$ cat src/rtl/mc14500_pkg.sv
// Shared types for the MC14500B program sequencer: opcodes, ProgramCounter step ops
// and sequencer FSM states.
package mc14500_pkg;

  localparam int OPCODE_WIDTH = 4;

  typedef enum logic [OPCODE_WIDTH-1:0] {
    NOPO = 4'h0, LD   = 4'h1, LDC  = 4'h2, AND  = 4'h3,
    ANDC = 4'h4, OR   = 4'h5, ORC  = 4'h6, XNOR = 4'h7,
    STO  = 4'h8, STOC = 4'h9, IEN  = 4'hA, OEN  = 4'hB,
    JMP  = 4'hC, RTN  = 4'hD, SKZ  = 4'hE, NOPF = 4'hF
  } opcode_t;

  typedef enum logic [1:0] {
    PC_INC  = 2'b00,
    PC_JMP  = 2'b01,
    PC_RTN  = 2'b10,
    PC_CALL = 2'b11
  } pc_op_t;

  typedef enum logic [2:0] {
    S_IDLE, S_FETCH, S_CAPTURE, S_EXEC, S_STEP_REQ, S_STEP_REL
  } seq_state_t;

  // Opcodes handed to the execute unit; the rest only steer the PC.
  function automatic logic is_alu(input opcode_t op);
    return op <= OEN;
  endfunction

endpackage

$ cat src/rtl/sync_2ff.sv
// Two-flop synchroniser for a single asynchronous level.
module sync_2ff (
  input  logic clk,
  input  logic reset,
  input  logic d,
  output logic q
);

  logic meta_reg;
  logic q_reg;

  always_ff @(posedge clk or posedge reset) begin
    if (reset) begin
      meta_reg <= 1'b0;
      q_reg    <= 1'b0;
    end else begin
      meta_reg <= d;
      q_reg    <= meta_reg;
    end
  end

  assign q = q_reg;

endmodule

$ cat src/rtl/pc_sequencer.sv
// Instruction sequencer: fetches MC14500B words, feeds ALU ops to the execute unit and
// steps the ProgramCounter over a four-phase req/ack handshake.
module pc_sequencer
  import mc14500_pkg::*;
#(
  parameter int ADDR_WIDTH       = 8,
  parameter int STACK_ADDR_WIDTH = 2
) (
  input  logic                  clk,
  input  logic                  reset,
  input  logic                  run,
  output logic                  busy,
  output logic                  pc_req,
  input  logic                  pc_ack,
  output logic [1:0]            pc_op,
  output logic [ADDR_WIDTH-1:0] pc_target,
  input  logic [ADDR_WIDTH-1:0] pc_addr,
  output logic [ADDR_WIDTH-1:0] rom_addr,
  input  logic [ADDR_WIDTH+3:0] rom_data,
  output logic                  exec_valid,
  input  logic                  exec_ready,
  output logic [3:0]            exec_opcode,
  output logic [ADDR_WIDTH-1:0] exec_operand,
  input  logic                  rr,
  output logic                  stack_err
);

  localparam logic [STACK_ADDR_WIDTH-1:0] DEPTH_MAX = '1;
  localparam logic [STACK_ADDR_WIDTH-1:0] DEPTH_ONE = STACK_ADDR_WIDTH'(1);

  seq_state_t                  state_reg, state_next;
  opcode_t                     opcode_reg, opcode_next;
  logic [ADDR_WIDTH-1:0]       operand_reg, operand_next;
  logic [ADDR_WIDTH-1:0]       rom_addr_reg, rom_addr_next;
  logic [ADDR_WIDTH-1:0]       target_reg, target_next;
  pc_op_t                      op_reg, op_next;
  logic                        req_reg, req_next;
  logic                        second_reg, second_next;
  logic                        err_reg, err_next;
  logic [STACK_ADDR_WIDTH-1:0] depth_reg, depth_next;
  logic                        ack_sync;

  sync_2ff u_ack_sync (
    .clk   (clk),
    .reset (reset),
    .d     (pc_ack),
    .q     (ack_sync)
  );

  always_ff @(posedge clk or posedge reset) begin
    if (reset) begin
      state_reg    <= S_IDLE;
      opcode_reg   <= NOPO;
      operand_reg  <= '0;
      rom_addr_reg <= '0;
      target_reg   <= '0;
      op_reg       <= PC_INC;
      req_reg      <= 1'b0;
      second_reg   <= 1'b0;
      err_reg      <= 1'b0;
      depth_reg    <= '0;
    end else begin
      state_reg    <= state_next;
      opcode_reg   <= opcode_next;
      operand_reg  <= operand_next;
      rom_addr_reg <= rom_addr_next;
      target_reg   <= target_next;
      op_reg       <= op_next;
      req_reg      <= req_next;
      second_reg   <= second_next;
      err_reg      <= err_next;
      depth_reg    <= depth_next;
    end
  end

  always_comb begin
    state_next    = state_reg;
    opcode_next   = opcode_reg;
    operand_next  = operand_reg;
    rom_addr_next = rom_addr_reg;
    target_next   = target_reg;
    op_next       = op_reg;
    req_next      = req_reg;
    second_next   = second_reg;
    err_next      = err_reg;
    depth_next    = depth_reg;

    case (state_reg)
      S_IDLE: begin
        if (run) state_next = S_FETCH;
      end
      S_FETCH: begin
        rom_addr_next = pc_addr;
        state_next    = S_CAPTURE;
      end
      S_CAPTURE: begin
        opcode_next  = opcode_t'(rom_data[ADDR_WIDTH +: 4]);
        operand_next = rom_data[ADDR_WIDTH-1:0];
        target_next  = rom_data[ADDR_WIDTH-1:0];
        second_next  = 1'b0;
        if (is_alu(opcode_next)) begin
          state_next = S_EXEC;
        end else begin
          // Op and target settle here, a full cycle before pc_req rises.
          state_next = S_STEP_REQ;
          case (opcode_next)
            JMP: op_next = PC_JMP;
            RTN: begin
              op_next     = PC_RTN;
              second_next = 1'b1;
              if (depth_reg == '0) err_next = 1'b1;
              else depth_next = depth_reg - DEPTH_ONE;
            end
            SKZ: begin
              op_next     = PC_INC;
              second_next = ~rr;
            end
            default: begin
              op_next = PC_CALL;
              if (depth_reg == DEPTH_MAX) err_next = 1'b1;
              else depth_next = depth_reg + DEPTH_ONE;
            end
          endcase
        end
      end
      S_EXEC: begin
        if (exec_ready) begin
          op_next    = PC_INC;
          state_next = S_STEP_REQ;
        end
      end
      S_STEP_REQ: begin
        req_next = 1'b1;
        if (req_reg && ack_sync) begin
          req_next   = 1'b0;
          state_next = S_STEP_REL;
        end
      end
      S_STEP_REL: begin
        if (!ack_sync) begin
          if (second_reg) begin
            second_next = 1'b0;
            op_next     = PC_INC;
            state_next  = S_STEP_REQ;
          end else if (run) begin
            state_next = S_FETCH;
          end else begin
            state_next = S_IDLE;
          end
        end
      end
      default: state_next = S_IDLE;
    endcase
  end

  // The synchronous ROM must see the PC address during FETCH itself.
  assign rom_addr     = (state_reg == S_FETCH) ? pc_addr : rom_addr_reg;
  assign busy         = (state_reg != S_IDLE);
  assign pc_req       = req_reg;
  assign pc_op        = op_reg;
  assign pc_target    = target_reg;
  assign exec_valid   = (state_reg == S_EXEC);
  assign exec_opcode  = opcode_reg;
  assign exec_operand = operand_reg;
  assign stack_err    = err_reg;

endmodule

$ cat config.mk
export PLATFORM = sky130hd
export DESIGN_NAME = pc_sequencer
export DESIGN_NICKNAME = d
export VERILOG_FILES = /design/src/rtl/mc14500_pkg.sv /design/src/rtl/sync_2ff.sv /design/src/rtl/pc_sequencer.sv
export SDC_FILE = /design/constraint.sdc
export NUM_CORES = 1
export LEC_CHECK = 0
export CAP_MARGIN = 10
export CORE_MARGIN = 10
export CORE_UTILIZATION = 43
export DETAILED_ROUTE_END_ITERATION = 10
export PLACE_DENSITY_LB_ADDON = 0.05
export SYNTH_ARGS = -nofsm -noshare
export SYNTH_HDL_FRONTEND = slang
export SYNTH_SLANG_ARGS = --single-unit
$ cat constraint.sdc
create_clock -name clk -period 1.66 [get_ports clk]
set_input_delay 0.166 -clock clk [delete_from_list [all_inputs] [get_ports clk]]
set_output_delay 0.166 -clock clk [all_outputs]
set_load 0.01 [all_outputs]
---- Yosys cells after proc, flatten, opt, wreduce, memory -nomap -nowiden ----
Index checks and enable logic that the tools add are counted.
cells by class
  divide/modulo/power cells ............... 0
  multiplexer cells ....................... 26
  $add $sub $neg .......................... 2
  multipliers ............................. 0
  eq/ne operators ......................... 18
  shifts and indexed selects .............. 0
  bitwise gates (word level) .............. 3
  reductions and logical operators ........ 13
  magnitude comparators ................... 1
operators with widths
  kind                                                                      number
  3-bit 2-to-1 mux                                                          6
  3-bit one-hot mux with 6 select lines                                     1
  5-bit AND reduction                                                       3
  2-bit inequality test (second input constant)                             7
  4-bit == test (second input constant)                                     3
  2-bit 2-to-1 mux                                                          6
  2-bit one-hot mux with 3 select lines                                     2
  8-bit 2-to-1 mux                                                          1
  3-bit by 2-bit == test with 1-bit output (second input constant)          2
  3-bit == test (second input constant)                                     2
  1-bit 2-to-1 mux                                                          6
  1-bit one-hot mux with 2 select lines                                     3
  3-bit nonzero test                                                        2
  4-bit less-or-equal comparator (second input constant)                    1
  2-bit by 1-bit inequality test with 1-bit output (second input constant)  2
  2-bit one-hot mux with 2 select lines                                     1
  4-bit AND reduction                                                       1
  2-bit nonzero test                                                        2
  3-bit by 1-bit == test with 1-bit output (second input constant)          1
  3-bit zero test                                                           1
  1-bit NOT                                                                 3
  2-bit by 1-bit adder with 2-bit output (second input constant)            1
  2-bit == test (second input constant)                                     1
  2-bit zero test                                                           1
  other kinds (4)                                                           4
storage, ports and cells
  memories ................................ 0
  bits in latches ......................... 0
  register bits ........................... 32
  bits of input ports ..................... 26
  output and inout port bits .............. 34
  memory bits (read-only) ................. 0
  logic and storage cells ................. 74
  memory bits (writable) .................. 0

---- Longest topological paths before layout ----
Gate-level depths: netlist of the first run.
  word-level depth ........................ 4
  mapped depth ............................ 5
  depth with buffers taken out ............ 4

---- By module ----
From an unflattened synthesis of the first run, not the netlist that was laid out.
unflattened totals
  cell total of the unflattened synthesis .. 125
  area total of the unflattened synthesis .. 1524.0 µm²
modules (own cells, without submodules)
  module        sequential area each (µm²)  cells each  times used  area an instance (µm²)
  pc_sequencer  750.7                       122         1           1470.2
  sync_2ff      50.0                        3           1           53.8

---- Least setup slack after synthesis of the first run ----
No wires, ideal clock.
  kind .................................... register -> register
  from .................................... register state_reg[2]
  to ...................................... register op_reg[0], in the netlist pc_op[0]
  required time ........................... 1535 ps
  setup slack ............................. 221 ps
  cell stages (with the launch flop) ...... 6
  data arrival time ....................... 1314 ps
  path buffers ............................ 1
  clock period less this slack ............ 1439 ps
  setup time .............................. 125 ps
  cells stage by stage .................... dfrtp_1 -> buf_2 -> nor3b_1 -> o21ai_2 -> o21ai_1 -> mux2_4
between the ends
  word-level cells in the longest chain between the ends .. 3
  elaborated cells on any way between the ends .. 10
  those cells by class .................... eq/ne: 7; mux: 1; reduce/logical: 2
ends and longest elaborated chain
  element                                                                           line                source
  from (decl)                                                                       pc_sequencer.sv:31  seq_state_t state_reg, state_next;
  from (signal assigned)                                                            pc_sequencer.sv:63  state_reg <= state_next;
  3-bit by 2-bit == test with 1-bit output / 3-bit == test (equally long branches)  pc_sequencer.sv:88  case (state_reg)
  2-bit inequality test (no line), or another cell as far along                     --
  5-bit AND reduction (no line)                                                     --
  to (signal assigned)                                                              pc_sequencer.sv:68  op_reg <= op_next;
  to (decl)                                                                         pc_sequencer.sv:36  pc_op_t op_reg, op_next;
Parallel ways exist; a longest one is shown, timed or not.
A chain may end at the register's enable or synchronous reset.

---- Worst setup path after layout of the first run ----
  from .................................... register state_reg[2]
  to ...................................... output rom_addr[0]
between the ends
  word-level cells in the longest chain between the ends .. 2
ends and longest elaborated chain
  element                                   line                 source
  3-bit by 1-bit == test with 1-bit output  pc_sequencer.sv:157  assign rom_addr = (state_reg == S_FETCH) ? pc_addr : rom_addr_reg;
  8-bit 2-to-1 mux                          --
  to (decl)                                 pc_sequencer.sv:18   output logic [ADDR_WIDTH-1:0] rom_addr,
No other way between the ends.

==> impl_results.rst, run 1 <==
.. list-table::
   :header-rows: 1

   * - Metric
     - Value
   * - Outcome
     - finished with violations
   * - Failing checks
     - negative setup slack
   * - Setup skew after layout
     - 0.01247 ns
   * - Worst setup path class
     - reg2out
   * - Finished Cell Area
     - 0.002257 mm^2
   * - Critical path cell sequence
     - nor3_4 -> buf_12 -> mux2_4 -> buf_6
   * - Count of pins on the block boundary
     - 60
   * - Combined buffer and inverter count along the critical path
     - 2
   * - Num CTS Buffers
     - 5
   * - Average instance area after synthesis
     - 12.13 um^2
   * - Net count after synthesis
     - 150
   * - Final weighted congestion in routability-driven placement
     - 0.7565
   * - Number of max-cap violations
     - 0
   * - Global-route wire length before repair
     - between 6 and 7 mm
   * - Power per unit of standard cell area
     - about 2000 mW/mm^2
   * - Period utilization
     - 103.5%
   * - CP Capture Type
     - output pin
   * - Buffers added on ports
     - slightly below 60
   * - Worst supply voltage drop on vdd
     - 1.121 mV
   * - Count of placed standard cells including taps
     - about 220
   * - Sequential standard cell area
     - 800.8 um^2
   * - Total global-route track usage
     - between 10% and 20%
   * - Floorplan die width
     - a little under 80 um
   * - Final Instance Count excl. Fillers
     - 233
   * - Critical Path Slowest Stage Cell
     - dfrtp_1
   * - TritonCTS clock tree
     - done
   * - Met1 usage in global routing
     - roughly 14%
   * - Setup repair after global routing missed its margin
     - true
   * - Post-detailed-routing wire length
     - 3.667 mm
   * - Most used routing layer in global routing
     - met2
   * - Setup Slack @ Placement
     - -0.1045 ns
   * - Startpoint type of the worst setup path
     - register
   * - Final Util
     - between 60 and 70%
   * - Post-synthesis cell count
     - 124
   * - Number of pins with negative max-slew slack in the final report
     - 0
   * - Highest-count cells in the layout ignoring fill and taps
     - clkdlybuf4s50_1 (49), dfrtp_1 (32), mux2_2 (13)
   * - Global-route track usage on met2
     - 18.76%
   * - Combined area of the multi-input logic cells
     - 633.1 um^2
   * - Most common cell after layout, fill and taps aside
     - clkdlybuf4s50_1
   * - ANT nets after route
     - 0
   * - Number of antenna violations at the first check in global routing
     - 0
   * - Final Hold Violating Endpoints
     - 0
   * - Met3 track demand over resource in global routing
     - 6.081%
   * - Required time of the worst setup path
     - 1.49 ns
   * - Die outline height
     - 79.14 um
   * - Number of buffers added to fix hold violations after cts
     - 0
   * - Class of the most critical hold timing path
     - in2async
   * - Final setup violating endpoints
     - 8
   * - Depth of the CTS H-tree
     - 2
   * - Fill count
     - 285
   * - Transition at the pin with the smallest max-transition slack
     - approximately 0.4 ns
   * - Highest clock rate
     - slightly below 0.6 GHz
   * - Crit path max fanout
     - 8
   * - Number of global-route vias before repair
     - 1,244
   * - Core box area
     - roughly 0.0034 mm^2
   * - # diodes
     - 0
   * - Overall via count from detail_route
     - 1,175
   * - Synthesized cell area
     - 0.001504 mm^2
   * - Share of synthesized area occupied by flip-flops and latches
     - 53.24%
   * - Post-detailed-route DRC marker count
     - 0
   * - Starting density of the core
     - 44.72%
   * - Violation count after the first detailed-route iteration
     - 86
   * - DR WL/cell
     - 15.74 um
   * - Signed area change from the synthesized netlist to the final layout
     - 50.08%
   * - CP max stage delay
     - roughly 0.42 ns
   * - Final worst path period need
     - 1.718 ns
   * - Pwr Total
     - 4.437 mW
   * - Clock latency of the later-clocked register in the worst-skew pair
     - 0.32 ns
   * - CTS Sinks
     - 32
   * - Minimum setup slack in the final design
     - -0.05808 ns
   * - HPWL Detailed
     - 2.799 mm
   * - Number of distinct standard cells referenced by the synthesized netlist
     - 36
   * - Average via count per standard cell
     - 5.043
   * - First-pass iteration count of the detailed router
     - 4
   * - Number of cell rows
     - 21
   * - Final layout net count
     - approximately 210
   * - Clock Tree Buf Depth
     - 2
   * - Arrival @ worst endpoint
     - about 1.6 ns
   * - Clock root buffer
     - clkbuf_4
   * - Max-slew headroom
     - 73.44%
   * - Pin count of the biggest net entering global routing
     - 33
   * - Clock-pin slew on the worst setup and hold paths
     - 0.10 ns
   * - Share of cells above drive strength 1
     - 28.88%
   * - Synth Warn #
     - 0
   * - Die area
     - 0.006263 mm^2
   * - Kind of cell adding the most delay to the critical path
     - flip-flops
   * - #FFs+latches synth
     - 32
   * - Remaining Overflow, GRT
     - 0
   * - Leakage power of the design
     - about 0.99 nW
   * - Area of placed instances
     - between 0.002 and 0.0025 mm^2
cell type report:
cell class	count	area share [%]
repair buffers	69	30.21
flip-flops and latches	32	35.48
clock buffers	6	1.829
well taps	46	2.550
inverters	2	0.3326
multi-input cells	76	28.05
clock inverters	2	1.552
kinds of logic after synthesis:
logic type	after synthesis	synth area share (%)
multiplexers	22	16.72
AND/OR/NAND/NOR	29	12.31
AO/OA/AOI/OAI	24	10.40
buffers and inverters	16	6.738
XOR/XNOR	1	0.5825
flip-flops	32	53.24
synthesized netlist by cell type:
cell type   n  area [um^2]
dfrtp_1    32        800.8
mux2_2     20        225.2
buf_4      10        75.07
a21oi_1     6        30.03
o21ai_0     6        30.03
nand2_1     5        18.77
nor2_1      4        15.01
nor2b_1     4        25.02
a21o_1      3        22.52
buf_2       3        15.01
nand2b_1    3        18.77
and3_1      2        12.51
nor3b_1     2        15.01
or3_1       2        12.51
a221oi_1    1        8.760
a22o_1      1        8.760
a22oi_1     1        7.510
a311oi_1    1        8.760
a32oi_1     1        8.760
and2_1      1        6.260
and3b_1     1        8.760
clkbuf_1    1        3.750
inv_1       1        3.750
inv_2       1        3.750
mux2_1      1        11.26
mux2_4      1        15.01
nand3_1     1        5.000
nand3b_1    1        7.510
nor3_1      1        5.000
nor3_4      1        16.27
nor3b_4     1        18.77
o21ai_1     1        5.000
o21ai_2     1        8.760
o221a_1     1        11.26
o22ai_1     1        6.260
xor2_1      1        8.760
path summary, 6_finish.rpt:
path	startpoint	endpoint	slack (ns)	cells past startpoint
max in group asynchronous	reset	rom_addr_reg[6]	1.14	3
min in group clk	pc_ack	u_ack_sync.meta_reg	0.30	1
worst min-delay path	reset	pc_target[3]	0.22	3
worst max-delay path	state_reg[2]	rom_addr[0]	-0.06	4
worst max register to register	state_reg[2]	pc_op[0]	0.10	5
worst min register to register	u_ack_sync.meta_reg	u_ack_sync.q	0.37	0
timing repair:
item / CTS / global route
endpoints found under the setup margin: 10 / 10
pin swaps: 1 / 0
resized for setup: 56 / 2
setup buffers: 0 / 1
endpoints found under the hold margin: 0 / 0
report_power, final:
part | leakage, nW | internal [mW] | total, mW | switching [mW]
combinational | 0.569 | 1.53 | 2.53 | 1.00
clock | 0.0422 | 0.316 | 0.574 | 0.258
sequential | 0.383 | 1.13 | 1.33 | 0.203
total | 0.994 | 2.97 | 4.44 | 1.46
worst register-to-register path: stages (launching register included):
cell	delay, ns
dfrtp_1	0.42
buf_4	0.19
nor2b_1	0.15
and3_1	0.17
o21ai_1	0.21
mux2_4	0.32
metal layers:
layer | up-vias | wire length [um]
met3 | 6 | 384
met2 | 52 | 1766
met5 | - | 0
li1 | 558 | -
met4 | 0 | 60
met1 | 559 | 1455
stage by stage:
| step | TNS (ns) | hold WS [ns] |
|---|---|---|
| CTS | -0.6628 | 0.2197 |
| global route | -1.096 | 0.2556 |
| finish | -0.4323 | 0.2155 |
| floorplan | 0 | 0.1974 |
| global placement | -0.5859 | 0.3392 |
| detailed placement | -0.7328 | 0.3524 |
(Power assumes the default switching activity.)
==> run 2: changes to the inputs <==
Settings changed: ABC_AREA from default to 1, CORE_UTILIZATION 43 to 42, PLACE_DENSITY from default to 0.9, PLACE_DENSITY_LB_ADDON 0.05 to default, SLEW_MARGIN from default to 20.
==> run 2 against run 1 <==
  * The run still ends with negative setup slack left
  * Core utilization decreased by 1.4 points
  * Critical path type unchanged
  * Sequential power about the same
  * Non-clock buffer count grew 2
  * Synthesized cell count is 34% higher
  * Sequential cell count did not move
  * Worst hold slack worse by 0.14 ns
  * Critical path depth is the same
  * Global-route usage rose by 1.2 points
  * Synthesized area decreased by 1.1%
  * Power is 3.5% lower
  * Clock-buffer cell count unchanged
  * Register-to-register slack improved by 0.10 ns
  * Largest cell class unchanged
==> impl_results.rst, run 2 <==
.. list-table::
   :header-rows: 1

   * - Metric
     - Value
   * - #FFs+latches synth
     - 32 (unchanged)
   * - Number of max-cap violations
     - 0 (unchanged)
   * - HPWL Detailed
     - 3.267 mm (+17%)
   * - Reg-to-Reg End
     - pc_op[1]
   * - Most used flip-flop cell after synthesis
     - dfrtp_1
   * - Synth Warn #
     - 0 (unchanged)
   * - Highest-count cells in the layout ignoring fill and taps
     - nand2_1 (63), clkdlybuf4s50_1 (49), dfrtp_1 (31)
   * - Setup Slack @ Placement
     - -0.03218 ns (+0.07234 ns)
   * - Top cells by area, synth
     - dfrtp_1 (54%), nand2_1 (16%), mux2_2 (6.1%)
   * - Share of synthesized flip-flops with an asynchronous set or reset
     - 100.0% (unchanged)
   * - Final layout net count
     - 260 (+23%)
   * - Critical Path Slowest Stage Cell
     - dfrtp_1
   * - Signed area change from the synthesized netlist to the final layout
     - 49.79%
   * - Pin count of the biggest net entering global routing
     - 18 (-45%)
   * - Post-synthesis cell count
     - 166 (+34%)
   * - Num CTS Buffers
     - 5 (unchanged)
   * - Most common cell after layout, fill and taps aside
     - nand2_1
   * - Start point of the critical path
     - state_reg[2]
   * - Launch instance of the worst register-to-register path
     - state_reg[0]
   * - Count of placed standard cells including taps
     - 268 (+20%)
   * - Final weighted congestion in routability-driven placement
     - 0.8152 (+7.8%)
   * - Critical Path End
     - rom_addr[3]
   * - Worst supply voltage drop on vdd
     - 0.7340 mV (-35%)
   * - Final setup violating endpoints
     - 1 (-7)
   * - Transition at the pin with the smallest max-transition slack
     - 0.3915 ns (-0.006881 ns)
   * - Worst reg2reg setup slack
     - 0.20 ns (+0.10 ns)
   * - Cell type contributing the most total cell area after synthesis
     - dfrtp_1
   * - Count of pins on the block boundary
     - 60 (unchanged)
   * - First-pass iteration count of the detailed router
     - 4 (unchanged)
   * - Final Hold Violating Endpoints
     - 0 (unchanged)
   * - Buffers added on ports
     - 59 (unchanged)
   * - Leakage power of the design
     - 1.101 nW (+11%)
   * - Core box area
     - 0.003390 mm^2 (+0.78%)
   * - Average via count per standard cell
     - 4.819 (-4.5%)
   * - Global-route wire length before repair
     - 6.555 mm (+5.2%)
   * - DR WL/cell
     - 14.96 um (-4.9%)
   * - Post-detailed-route DRC marker count
     - 0 (unchanged)
   * - Crit path max fanout
     - 5 (-3)
   * - Max-slew headroom
     - 73.87% (+0.43 points)
   * - Die area
     - 0.006323 mm^2 (+0.95%)
   * - Failing checks
     - negative setup slack
   * - Die outline height
     - 79.52 um (+0.47%)
   * - Startpoint type of the worst setup path
     - register
   * - Class of the most critical hold timing path
     - in2async
   * - Number of distinct standard cells referenced by the synthesized netlist
     - 22 (-39%)
   * - TNS Setup
     - -0.008516 ns (+0.4238 ns)
   * - Fill count
     - 245 (-14%)
   * - Post-detailed-routing wire length
     - 4.204 mm (+15%)
   * - Required time of the worst setup path
     - 1.49 ns (about the same)
   * - Depth of the CTS H-tree
     - 2 (unchanged)
   * - Starting density of the core
     - 43.89% (-0.83 points)
   * - Final Instance Count excl. Fillers
     - 281 (+21%)
   * - Pwr Total
     - 4.280 mW (-3.5%)
   * - Number of cell rows
     - 21 (unchanged)
   * - Number of pins with negative max-slew slack in the final report
     - 0 (unchanged)
   * - CP max stage delay
     - 0.41 ns (about the same)
   * - Remaining Overflow, GRT
     - 0 (unchanged)
   * - Share of cells above drive strength 1
     - 21.28% (-7.6 points)
   * - CP Capture Type
     - output pin
   * - Commonest cells in the synthesized netlist
     - nand2_1 (63), dfrtp_1 (32), inv_1 (10)
   * - Clock Tree Buf Depth
     - 2 (unchanged)
   * - Synthesized cell area
     - 0.001488 mm^2 (-1.1%)
   * - Worst setup path class
     - reg2out
   * - Highest clock rate
     - 0.5993 GHz (+3.0%)
   * - Share of synthesized area occupied by flip-flops and latches
     - 53.83% (+0.58 points)
   * - Critical path cell sequence
     - inv_2 -> nand3_4 -> mux2_4 -> buf_6
   * - Leading cell type by number of instances after synthesis
     - nand2_1
   * - Clock-pin slew on the worst setup and hold paths
     - 0.11 ns (about the same)
   * - Overall via count from detail_route
     - 1,354 (+15%)
   * - Number of enable flip-flop cells after synthesis
     - 0 (unchanged)
   * - FF-to-FF path depth
     - 7 (+2)
   * - Net count after synthesis
     - 192 (+28%)
   * - Power per unit of standard cell area
     - 1921 mW/mm^2 (-2.3%)
   * - Clock latency of the later-clocked register in the worst-skew pair
     - 0.36 ns (+0.04 ns)
   * - Final worst path period need
     - 1.669 ns (-0.04957 ns)
   * - ANT nets after route
     - 0 (unchanged)
   * - Total global-route track usage
     - 13.46% (+1.2 points)
   * - Average instance area after synthesis
     - 8.962 um^2 (-26%)
   * - Number of antenna violations at the first check in global routing
     - 0 (unchanged)
   * - CTS Sinks
     - 32 (unchanged)
   * - TritonCTS clock tree
     - done
   * - Clock root buffer
     - clkbuf_4
   * - Portion of synthesized cell area occupied by the leading cell type
     - 53.83% (+0.58 points)
   * - Outcome
     - finished with violations
   * - Number of global-route vias before repair
     - 1,310 (+5.3%)
   * - Arrival @ worst endpoint
     - 1.50 ns (-0.05 ns)
   * - Minimum setup slack in the final design
     - -0.008516 ns (+0.04957 ns)
   * - Floorplan die width
     - 79.52 um (+0.47%)
   * - Setup skew after layout
     - 0.01686 ns (+0.004391 ns)
   * - Number of buffers added to fix hold violations after cts
     - 0 (unchanged)
   * - Setup repair after global routing missed its margin
     - true
   * - Period utilization
     - 100.5% (-3.0 points)
   * - # diodes
     - 0 (unchanged)
   * - Violation count after the first detailed-route iteration
     - 151 (+76%)
[run 2: cell count changes in the layout (fill, tap and decap cells not counted), sizes merged, moves of 4 or more]
cell,delta
mux2,-14
nand3,+11
a21oi,-5
nor2,+7
inv,+11
nor2b,-4
buf,-4
nand2,+61
clkbuf,+4
[run 2: kinds of logic after synthesis]
| kind of cell | after synthesis | synth area share (%) |
|---|---|---|
| DFF | 32 | 53.83 |
| and+or+nand+nor | 91 | 27.33 |
| buffers and inverters | 24 | 8.747 |
| AOI/OAI and AO/OA | 11 | 4.036 |
| muxes | 8 | 6.056 |
[run 2: worst min-delay path by stage]
| stage | depth (start not counted) | endpoint | slack, ns | start |
|---|---|---|---|---|
| final | 2 | depth_reg[1] | 0.08 | reset |
| after global placement | 0 | u_ack_sync.q | 0.33 | u_ack_sync.meta_reg |
| after floorplan | 0 | u_ack_sync.meta_reg | 0.20 | pc_ack |
| after global routing | 2 | depth_reg[1] | 0.10 | reset |
| after CTS | 2 | depth_reg[1] | 0.09 | reset |
| after detailed placement | 0 | u_ack_sync.q | 0.36 | u_ack_sync.meta_reg |
[run 2: layout make-up]
| cell class | count | area [um^2] | area share (%) |
|---|---|---|---|
| Sequential cell | 32 | 802.0 | 35.99 |
| Timing Repair Buffer | 71 | 661.9 | 29.70 |
| Multi-Input combinational cell | 111 | 596.8 | 26.78 |
| Tap cell | 46 | 57.56 | 2.583 |
| Clock buffer | 6 | 51.30 | 2.302 |
| Inverter | 13 | 48.80 | 2.190 |
| Clock inverter | 2 | 10.01 | 0.4492 |
[run 2: timing repair]
action	in CTS	in global routing
gates resized for setup	11	30
setup buffers	0	4
endpoints found under the setup margin	10	9
pin swaps	1	3
gates cloned	0	1
[run 2: stage by stage]
step           hold slack (ns)  area [um^2]  util [%]
2_1_floorplan           0.1974         1488         -
3_3_place_gp            0.3346         2115     62.38
3_5_place_dp            0.3636         2115     62.38
4_1_cts                0.09394         2171     64.05
5_1_grt                 0.1013         2228     65.74
6_report               0.07768         2228     65.74
[run 2: report_power, final]
| group | switching [mW] | internal [mW] | leakage (nW) |
|---|---|---|---|
| logic | 1.18 | 1.27 | 0.677 |
| clock network | 0.277 | 0.201 | 0.0380 |
| registers | 0.216 | 1.14 | 0.386 |
[run 2: metal layers]
metal / vias up / wire [um] / share of wire [%] / GRT usage, %
li1: 660 / - / - / -
met2: 43 / 2343 / 56 / 23.71
met1: 641 / 1545 / 37 / 13.94
met5: - / 0 / 0 / 0
met4: 0 / 104 / 2.5 / 8.065
met3: 10 / 211 / 5.0 / 3.604
[run 2: critical path, delay by kind of cell, from the launching register on]
family | cells | cell delay (ns)
flops | 1 | 0.41
mux | 1 | 0.35
buf+inv | 2 | 0.25
simple gates | 1 | 0.14
